[src/rtl/bus_arbiter.sv]
// bus_arbiter: two-master, one-slave round-robin bus arbiter.
//
// Master 0 (Core) and master 1 (loader/DMA) share one slave bus. One
// transaction is granted at a time. Ties go to the master that was not
// granted last. The slave response and read data are routed back only to
// the owning master.
//
// Optional feature: define BUS_TIMEOUT_EN to enable a watchdog. It
// terminates a transaction after TIMEOUT_CYCLES BUSY cycles without an
// s_response, and pulses bus_error when it does. Without the macro,
// bus_error is tied low and BUSY waits indefinitely.
//
// Parameters:
//   TIMEOUT_CYCLES  BUSY cycles before forced termination (>= 2, watchdog only)
// Ports:
//   clk, reset                         clock, synchronous active-high reset
//   mX_read, mX_write                  master request strobes (held until response)
//   mX_option, mX_address, mX_write_data  master access code, address, store data
//   mX_read_data, mX_response          routed slave data / completion pulse
//   s_read, s_write, s_option,
//   s_address, s_write_data            owner's signals to the slave decoder
//   s_read_data, s_response            slave data and completion pulse
//   bus_error                          one-cycle pulse on watchdog termination
module bus_arbiter #(
  parameter int unsigned TIMEOUT_CYCLES = 256
) (
  input  logic        clk,
  input  logic        reset,
  input  logic        m0_read,
  input  logic        m0_write,
  input  logic [2:0]  m0_option,
  input  logic [31:0] m0_address,
  input  logic [31:0] m0_write_data,
  output logic [31:0] m0_read_data,
  output logic        m0_response,
  input  logic        m1_read,
  input  logic        m1_write,
  input  logic [2:0]  m1_option,
  input  logic [31:0] m1_address,
  input  logic [31:0] m1_write_data,
  output logic [31:0] m1_read_data,
  output logic        m1_response,
  output logic        s_read,
  output logic        s_write,
  output logic [2:0]  s_option,
  output logic [31:0] s_address,
  output logic [31:0] s_write_data,
  input  logic [31:0] s_read_data,
  input  logic        s_response,
  output logic        bus_error
);

  typedef enum logic {
    IDLE = 1'b0,
    BUSY = 1'b1
  } state_t;

  state_t state, state_nxt;
  logic   owner, owner_nxt;
  logic   last_grant, last_grant_nxt;
  logic   m0_req, m1_req;
  logic   timeout;

  assign m0_req = m0_read | m0_write;
  assign m1_req = m1_read | m1_write;

`ifdef BUS_TIMEOUT_EN
  localparam int unsigned CNT_W = $clog2(TIMEOUT_CYCLES);

  logic [CNT_W-1:0] tmo_cnt;

  // Holding the counter at zero throughout IDLE is equivalent to clearing
  // it on entry to BUSY, and keeps the update a single expression.
  always_ff @(posedge clk) begin
    if (reset) begin
      tmo_cnt <= '0;
    end else if (state == IDLE) begin
      tmo_cnt <= '0;
    end else if (!s_response) begin
      tmo_cnt <= tmo_cnt + 1'b1;
    end
  end

  // A genuine response in the final cycle takes precedence over the watchdog.
  assign timeout = (state == BUSY) && !s_response &&
                   (tmo_cnt == CNT_W'(TIMEOUT_CYCLES - 1));
`else
  assign timeout = 1'b0;
`endif

  // State register
  always_ff @(posedge clk) begin
    if (reset) begin
      state      <= IDLE;
      owner      <= 1'b0;
      last_grant <= 1'b1;
    end else begin
      state      <= state_nxt;
      owner      <= owner_nxt;
      last_grant <= last_grant_nxt;
    end
  end

  // Next-state logic
  always_comb begin
    state_nxt      = state;
    owner_nxt      = owner;
    last_grant_nxt = last_grant;
    unique case (state)
      IDLE: begin
        if (m0_req || m1_req) begin
          state_nxt = BUSY;
          if (m0_req && m1_req) begin
            owner_nxt = ~last_grant;
          end else begin
            owner_nxt = m1_req;
          end
        end
      end
      BUSY: begin
        if (s_response || timeout) begin
          state_nxt      = IDLE;
          last_grant_nxt = owner;
        end
      end
      default: state_nxt = IDLE;
    endcase
  end

  // Output logic: everything is zero in IDLE; in BUSY the owner's request
  // is muxed to the slave and the slave's answer back to the owner only.
  always_comb begin
    s_read       = 1'b0;
    s_write      = 1'b0;
    s_option     = '0;
    s_address    = '0;
    s_write_data = '0;
    m0_response  = 1'b0;
    m0_read_data = '0;
    m1_response  = 1'b0;
    m1_read_data = '0;
    bus_error    = 1'b0;
    if (state == BUSY) begin
      bus_error = timeout;
      if (owner) begin
        s_read       = m1_read;
        s_write      = m1_write;
        s_option     = m1_option;
        s_address    = m1_address;
        s_write_data = m1_write_data;
        m1_response  = s_response | timeout;
        m1_read_data = timeout ? '0 : s_read_data;
      end else begin
        s_read       = m0_read;
        s_write      = m0_write;
        s_option     = m0_option;
        s_address    = m0_address;
        s_write_data = m0_write_data;
        m0_response  = s_response | timeout;
        m0_read_data = timeout ? '0 : s_read_data;
      end
    end
  end

endmodule

[config.mk]
export PLATFORM = sky130hd
export DESIGN_NAME = bus_arbiter
export DESIGN_NICKNAME = d
export VERILOG_FILES = /design/src/rtl/bus_arbiter.sv
export SDC_FILE = /design/constraint.sdc
export NUM_CORES = 1
export LEC_CHECK = 0
export CORE_AREA = 2 2 118 120
export CTS_BUF_LIST = sky130_fd_sc_hd__clkbuf_8
export CTS_CLUSTER_SIZE = 12
export DETAILED_ROUTE_END_ITERATION = 6
export DIE_AREA = 0 0 120 122
export MAX_ROUTING_LAYER = met4
export PLACE_DENSITY_LB_ADDON = 0.12
export SLEW_MARGIN = 20
export SYNTH_ARGS = -nofsm -noshare
export SYNTH_HDL_FRONTEND = slang
export SYNTH_SLANG_ARGS = --single-unit
[constraint.sdc]
create_clock -name clk -period 1.33 [get_ports clk]
set_input_delay 0.1995 -clock clk [delete_from_list [all_inputs] [get_ports clk]]
set_output_delay 0.1995 -clock clk [all_outputs]
set_load 0.02 [all_outputs]
==> results of run 1 <==
==> cell usage after synthesis, types with 2 or more instances <==
master / instances
clkbuf_1: 13
dfxtp_1: 3
buf_12: 3
nor2_1: 2
nor2b_1: 70
and2_1: 32
mux2i_1: 69
buf_4: 6
clkbuf_2: 2
buf_6: 2
and3_1: 32
==> flip-flops by register name (all words and copies together) (netlist names) <==
register    cells
owner           1
state           1
last_grant      1
==> report_power, final <==
group | internal (mW) | switching (mW) | leakage (nW) | total [mW]
Clock | 0.197 | 0.0648 | 0.0269 | 0.262
Sequential | 0.0973 | 0.0122 | 0.0261 | 0.109
Combinational | 1.29 | 0.886 | 2.40 | 2.17
==> placed cells by master, fill, tap and decap left out, types with 2 or more instances in the layout <==
cell,instances
nor2_1,2
buf_8,2
and2_1,27
mux2i_4,3
buf_2,40
mux2i_2,4
buf_12,12
mux2i_1,62
clkbuf_8,3
clkdlybuf4s50_1,172
buf_6,58
and3_4,12
buf_16,8
dfxtp_4,2
and3_1,21
and2_4,5
nor2b_1,70
buf_4,58
==> routing by layer <==
metal  wire length, um  vias to the layer above  global-route usage (%)
met5                 0                        -                       -
met4                70                        0                   1.765
met3               814                        6                   3.043
met2              6493                      161                   29.44
met1              4094                     1362                   14.65
li1                  -                     1493                       -
==> per-stage QoR <==
step | util [%] | total power [mW] | setup WS [ns] | cells
finish | 41.52 | 2.545 | -0.2645 | 754
global route | 41.52 | 2.702 | -0.3416 | 754
CTS | 40.68 | 2.503 | -0.3037 | 751
detailed placement | 38.26 | 2.060 | -0.4483 | 720
global placement | 38.26 | 2.055 | -0.4457 | 720
floorplan | - | 0.9596 | 0.007047 | 247
==> path summary, 6_finish.rpt <==
check                                endpoint  depth (start not counted)  startpoint  slack, ns
worst min-delay path               last_grant                          1  last_grant       0.48
worst max-delay path            s_address[24]                          6       owner      -0.26
worst min register to register     last_grant                          1  last_grant       0.48
worst max register to register          state                          3       state       0.12
==> critical path, cell delays in order (launching register included) <==
cell and delay (ns):
dfxtp_4 0.38, buf_6 0.15, buf_12 0.14, buf_4 0.11, mux2i_1 0.17, nor2b_1 0.06, buf_2 0.15
==> cell families (layout without fill, tap and decap cells) <==
group / count (synthesis) / count (layout) / share of synthesized area (%)
buf+inv: 28 / 355 / 10.93
other cells: 1 / 1 / 0.1985
mux: 69 / 69 / 36.56
simple gates: 140 / 140 / 46.62
compound gates: 6 / 6 / 2.516
flops: 3 / 3 / 3.179
==> timing repair <==
item	in CTS	in global routing
gates cloned	9	1
endpoints found under the setup margin	135	136
setup buffers	18	4
resized for setup	672	69
==> area by class of cell <==
cell class,instances,area [um2]
Fill cell,1384,7898
Timing Repair Buffer,351,3526
Multi-Input combinational cell,216,1743
Tap cell,180,225.2
Sequential cell,3,67.56
Clock buffer,3,41.29
Clock inverter,1,3.754
==> reports/summary.log, run 1 <==
qor: grt.grt_pass1_wl 16.40 mm
qor: timing.fin_crit 1.595 ns
qor: logic_synthesis.synth_cell_area 1889 um2
qor: clock_tree.deepest_clock_path_buffer_count 2
qor: final_layout.antenna_cells 0
qor: placement.dp_hpwl 8.469 mm
qor: clock_tree.path_clk_slew 0.03 ns
qor: worst_setup_path.crit_required 1.13 ns
qor: timing.maxSlewViolCount 0
qor: final_layout.flow.area_growth_from_synthesis 196.8%
qor: placement.gp_congestion 0.7676
qor: route.routed_wl 11.47 mm
qor: clock_tree.insertion_delay 0.22 ns
qor: logic_synthesis.synth.top_cell.area_share 36.56%
qor: logic_synthesis.synthDominantAreaCellType mux2i_1
qor: logic_synthesis.synth.ff_latch_count 3
qor: worst_setup_path.critPathKind reg -> out
qor: logic_synthesis.yosysSeqAreaShare 3.179%
qor: route.firstDrtPassIters 4
qor: logic_synthesis.syn_inst 247
qor: die.top_level_ports 309
qor: grt.grt_antenna_before_repair 0
qor: worst_setup_path.crit_path_start_kind flip-flop
qor: placement.io_buffers 307
qor: clock_tree.clock_sinks 3
qor: hold_path.min-delay-path-class reg -> reg
qor: logic_synthesis.synth.net_count 420
qor: route.route.vias.total 3022
qor: logic_synthesis.number_of_flops_mapped_to_enable_cells_by_yosys 0
qor: worst_setup_path.worstSetupEndpointType output port
qor: route.wl_per_cell 15.21 um
qor: timing.setup-tns-final -21.67 ns
qor: clock_tree.clock_tree.root_cell clkbuf_8
qor: timing.hold_violations 0
qor: power_and_ir_drop.ir_worst_vdd 0.2501 mV
qor: timing.fmax 0.6272 GHz
qor: die.core_area 13500 um2
qor: timing.fin_crit_sh 119.9%
qor: grt.maximum_number_of_pins_on_one_net_before_global_route_repair 30
qor: placement.placed_area 5166 um2
qor: power_and_ir_drop.cellPowerDensity 453.9 nW/um2
qor: timing.rsz0062_at_grt true
qor: clock_tree.tritoncts.num_buffers 3
qor: die.initial_utilization 13.99%
qor: final_layout.postLayoutCellArea 5607 um2
qor: die.chipWidth 120 um
qor: route.number_of_design_rule_violations_left_after_detail_routing 0
qor: power_and_ir_drop.cellLeakagePower 2.455 nW
qor: clock_tree.cts-htree-levels 1
qor: route.routed_via_density 4.008
qor: grt.number_of_global_route_vias_before_repair 3140
qor: worst_setup_path.worstPathMaxFanout 11
qor: timing.finalClockSkew 0.001946 ns
qor: timing.timing.final.ws_setup -0.2645 ns
qor: logic_synthesis.netlist_top_cells_area mux2i_1, nor2b_1, and2_1, and3_1, buf_12
qor: timing.holdWs 0.4787 ns
qor: outcome.violations negative setup slack
qor: die.die-area 14640 um2
qor: clock_tree.postCtsHoldBufs 0
qor: logic_synthesis.yosysWarningCount 0
qor: flow_run.max_cap_viol 0
qor: die.core.rowCount 43
qor: die.die_height 122 um
qor: final_layout.num-nets-final 748
qor: logic_synthesis.async_sr_flop_fraction 0%
qor: worst_setup_path.worstPathArrival 1.40 ns
qor: logic_synthesis.dominantRegCellSynth dfxtp_1
qor: grt.grt_remaining_overflow 0
qor: logic_synthesis.synthesis.area_per_instance 7.649 um2
qor: outcome.outcome complete, but fails checks
qor: logic_synthesis.number_of_different_library_cells_in_the_post_synthesis_netlist 24
qor: route.drt_first_iter_violations 56
qor: final_layout.drive_above_1_share 36.59%
qor: grt.global_route.usage.total 14.58%
qor: timing.setup_viol 134
qor: clock_tree.cts_tree built
qor: route.drt.antenna.violating_nets 0
Power figures use the tool's default switching activity.
==> inputs of run 2 (changes only) <==
==> config.mk (replaced) <==
export PLATFORM = sky130hd
export DESIGN_NAME = bus_arbiter
export DESIGN_NICKNAME = d
export VERILOG_FILES = /design/src/rtl/bus_arbiter.sv
export SDC_FILE = /design/constraint.sdc
export NUM_CORES = 1
export LEC_CHECK = 0
export CORE_AREA = 5 5 118 120
export CTS_BUF_LIST = sky130_fd_sc_hd__clkbuf_8
export CTS_CLUSTER_SIZE = 12
export DETAILED_ROUTE_END_ITERATION = 6
export DIE_AREA = 0 0 123 125
export MAX_ROUTING_LAYER = met4
export SYNTH_ARGS = -nofsm -noshare
export SYNTH_HDL_FRONTEND = slang
export SYNTH_SLANG_ARGS = --single-unit
==> run 2 against run 1 <==
  * The run still ends with negative setup slack left
  * Die area rose by 5.0%
  * Global-route usage rose by 0.53 points
  * Wire length rose by 19%
  * Via count rose by 5.4%
  * Critical path depth did not move
  * Cell area rose by 5.1%
  * Power rose by 5.7%
  * Critical endpoint is now m0_read_data[14]
  * Largest cell class unchanged
==> reports/summary.log, run 2 (synthesis gave the netlist of run 1 again) <==
qor: power_and_ir_drop.p_clk_share 9.5%
qor: clock_tree.deepest_clock_path_buffer_count 2
qor: hold_path.timing.hold.worst_path_depth 1
qor: die.die-area 15380 um2
qor: timing.fmax 0.6199 GHz
qor: timing.timing.final.ws_setup -0.2830 ns
qor: grt.maximum_number_of_pins_on_one_net_before_global_route_repair 33
qor: die.core.rowCount 42
qor: clock_tree.insertion_delay 0.21 ns
qor: route.wl_per_cell 18.14 um
qor: clock_tree.postCtsHoldBufs 0
qor: die.chipWidth 123 um
qor: power_and_ir_drop.switching_share 38.00%
qor: worst_setup_path.count_of_cells_along_the_worst_register_to_register_path 4
qor: die.top_level_ports 309
qor: worst_setup_path.worstSetupEndpointType output port
qor: timing.hold_violations 0
qor: final_layout.antenna_cells 0
qor: power_and_ir_drop.p_comb_share 86.4%
qor: clock_tree.path_clk_slew 0.03 ns
qor: power_and_ir_drop.cellLeakagePower 2.493 nW
qor: route.routed_via_density 4.230
qor: route.route.vias.total 3185
qor: grt.global_route.usage.total 15.11%
qor: placement.gp_congestion 0.8362
qor: grt.grt_antenna_before_repair 0
qor: grt.grt_remaining_overflow 0
qor: die.die_height 125 um
qor: timing.finalClockSkew 0.001288 ns
qor: clock_tree.tritoncts.num_buffers 3
qor: final_layout.most_frequent_standard_cell_in_the_layout_excluding_fill_and_tap_cells clkdlybuf4s50_1
qor: clock_tree.cts_tree built
qor: timing.fin_crit_sh 121.3%
qor: final_layout.layoutNonFillerInstCount 753
qor: final_layout.fill_cells 1253
qor: route.firstDrtPassIters 4
qor: placement.dp_hpwl 9.881 mm
qor: grt.grt_pass1_wl 18.06 mm
qor: route.number_of_design_rule_violations_left_after_detail_routing 0
qor: outcome.outcome complete, but fails checks
qor: timing.fin_crit 1.613 ns
qor: final_layout.num-nets-final 751
qor: clock_tree.cts-htree-levels 1
qor: route.drt.antenna.violating_nets 0
qor: flow_run.max_cap_viol 0
qor: route.drt_first_iter_violations 46
qor: worst_setup_path.worstPathMaxFanout 14
qor: power_and_ir_drop.net-switching-power 1.022 mW
qor: timing.setup_viol 135
qor: clock_tree.clock_sinks 3
qor: placement.io_buffers 307
qor: die.core_area 12870 um2
qor: die.initial_utilization 14.67%
qor: worst_setup_path.critPathKind reg -> out
qor: worst_setup_path.crit_required 1.13 ns
qor: timing.setup-tns-final -25.04 ns
qor: clock_tree.clock_tree.root_cell clkbuf_8
qor: timing.rsz0062_at_grt true
qor: worst_setup_path.crit_path_start_kind flip-flop
qor: worst_setup_path.worstPathArrival 1.41 ns
qor: route.routed_wl 13.66 mm
qor: final_layout.postLayoutCellArea 5894 um2
qor: grt.number_of_global_route_vias_before_repair 3394
qor: power_and_ir_drop.ir_worst_vdd 0.1714 mV
qor: outcome.violations negative setup slack
qor: final_layout.drive_above_1_share 43.50%
qor: power_and_ir_drop.internal-power 1.668 mW
qor: placement.post-place-ws -0.4700 ns
qor: placement.placed_area 5184 um2
qor: power_and_ir_drop.cellPowerDensity 456.4 nW/um2
qor: timing.maxSlewViolCount 0
qor: placement.post-place-cells 716
qor: power_and_ir_drop.share_seq_of_total_power 4.1%
qor: hold_path.min-delay-path-class reg -> reg
qor: final_layout.layout_common_cells clkdlybuf4s50_1, buf_6, nor2b_1, mux2i_1, buf_4
qor: final_layout.flow.area_growth_from_synthesis 212.0%
qor: final_layout.largestRegisters last_grant: 1 flops, owner: 1 flops, state: 1 flops
## run 2: final timing paths
kind	startpoint	endpoint	slack [ns]
max	owner	m0_read_data[14]	-0.28
min	last_grant	last_grant	0.46
max reg2reg	state	last_grant	0.10
min reg2reg	last_grant	last_grant	0.46
## run 2: layout make-up
type,instances,area [um2],share of cell area [%]
clock buffers,3,41.29,0.7005
clock inverters,1,3.754,0.06368
multi-input cells,216,1881,31.90
flip-flops and latches,3,67.56,1.146
well taps,176,220.2,3.736
repair buffers,354,3681,62.45
## run 2: repair_timing
action / CTS / global route
setup buffers: 18 / 8
pin swaps: 0 / 1
endpoints found under the hold margin: 0 / 0
gates cloned: 7 / 6
resized for setup: 697 / 115
setup endpoints to repair: 135 / 135
## run 2: power by group through the flow
stage	Clock (mW)	Sequential (mW)	Combinational [mW]
6_report	0.255	0.110	2.32
5_1_grt	0.277	0.112	2.45
2_1_floorplan	0	0.101	0.859
3_5_place_dp	0	0.117	1.97
3_3_place_gp	0	0.115	1.96
4_1_cts	0.261	0.112	2.15
## run 2: per-stage QoR
| step | hold WS (ns) | power (mW) | util (%) |
|---|---|---|---|
| global route | 0.4884 | 2.841 | 45.78 |
| finish | 0.4640 | 2.690 | 45.78 |
| floorplan | 0.2939 | 0.9596 | - |
| CTS | 0.4727 | 2.528 | 42.07 |
| detailed placement | 0.4659 | 2.091 | 40.26 |
| global placement | 0.4494 | 2.074 | 40.26 |
## run 2: critical path, cell delays in order (launching register included)
cell,delay [ns]
dfxtp_4,0.36
buf_4,0.14
nor2b_4,0.16
buf_12,0.16
buf_4,0.12
and2_4,0.14
buf_6,0.11
## run 2: per-layer routing
layer / routed length, um / up-vias / global-route usage (%) / share of wire [%]
met5: 0 / - / - / 0
met1: 5079 / 1489 / 15.72 / 37
li1: - / 1502 / - / -
met3: 1093 / 16 / 2.936 / 8.0
met2: 7275 / 178 / 29.53 / 53
met4: 211 / 0 / 2.020 / 1.5
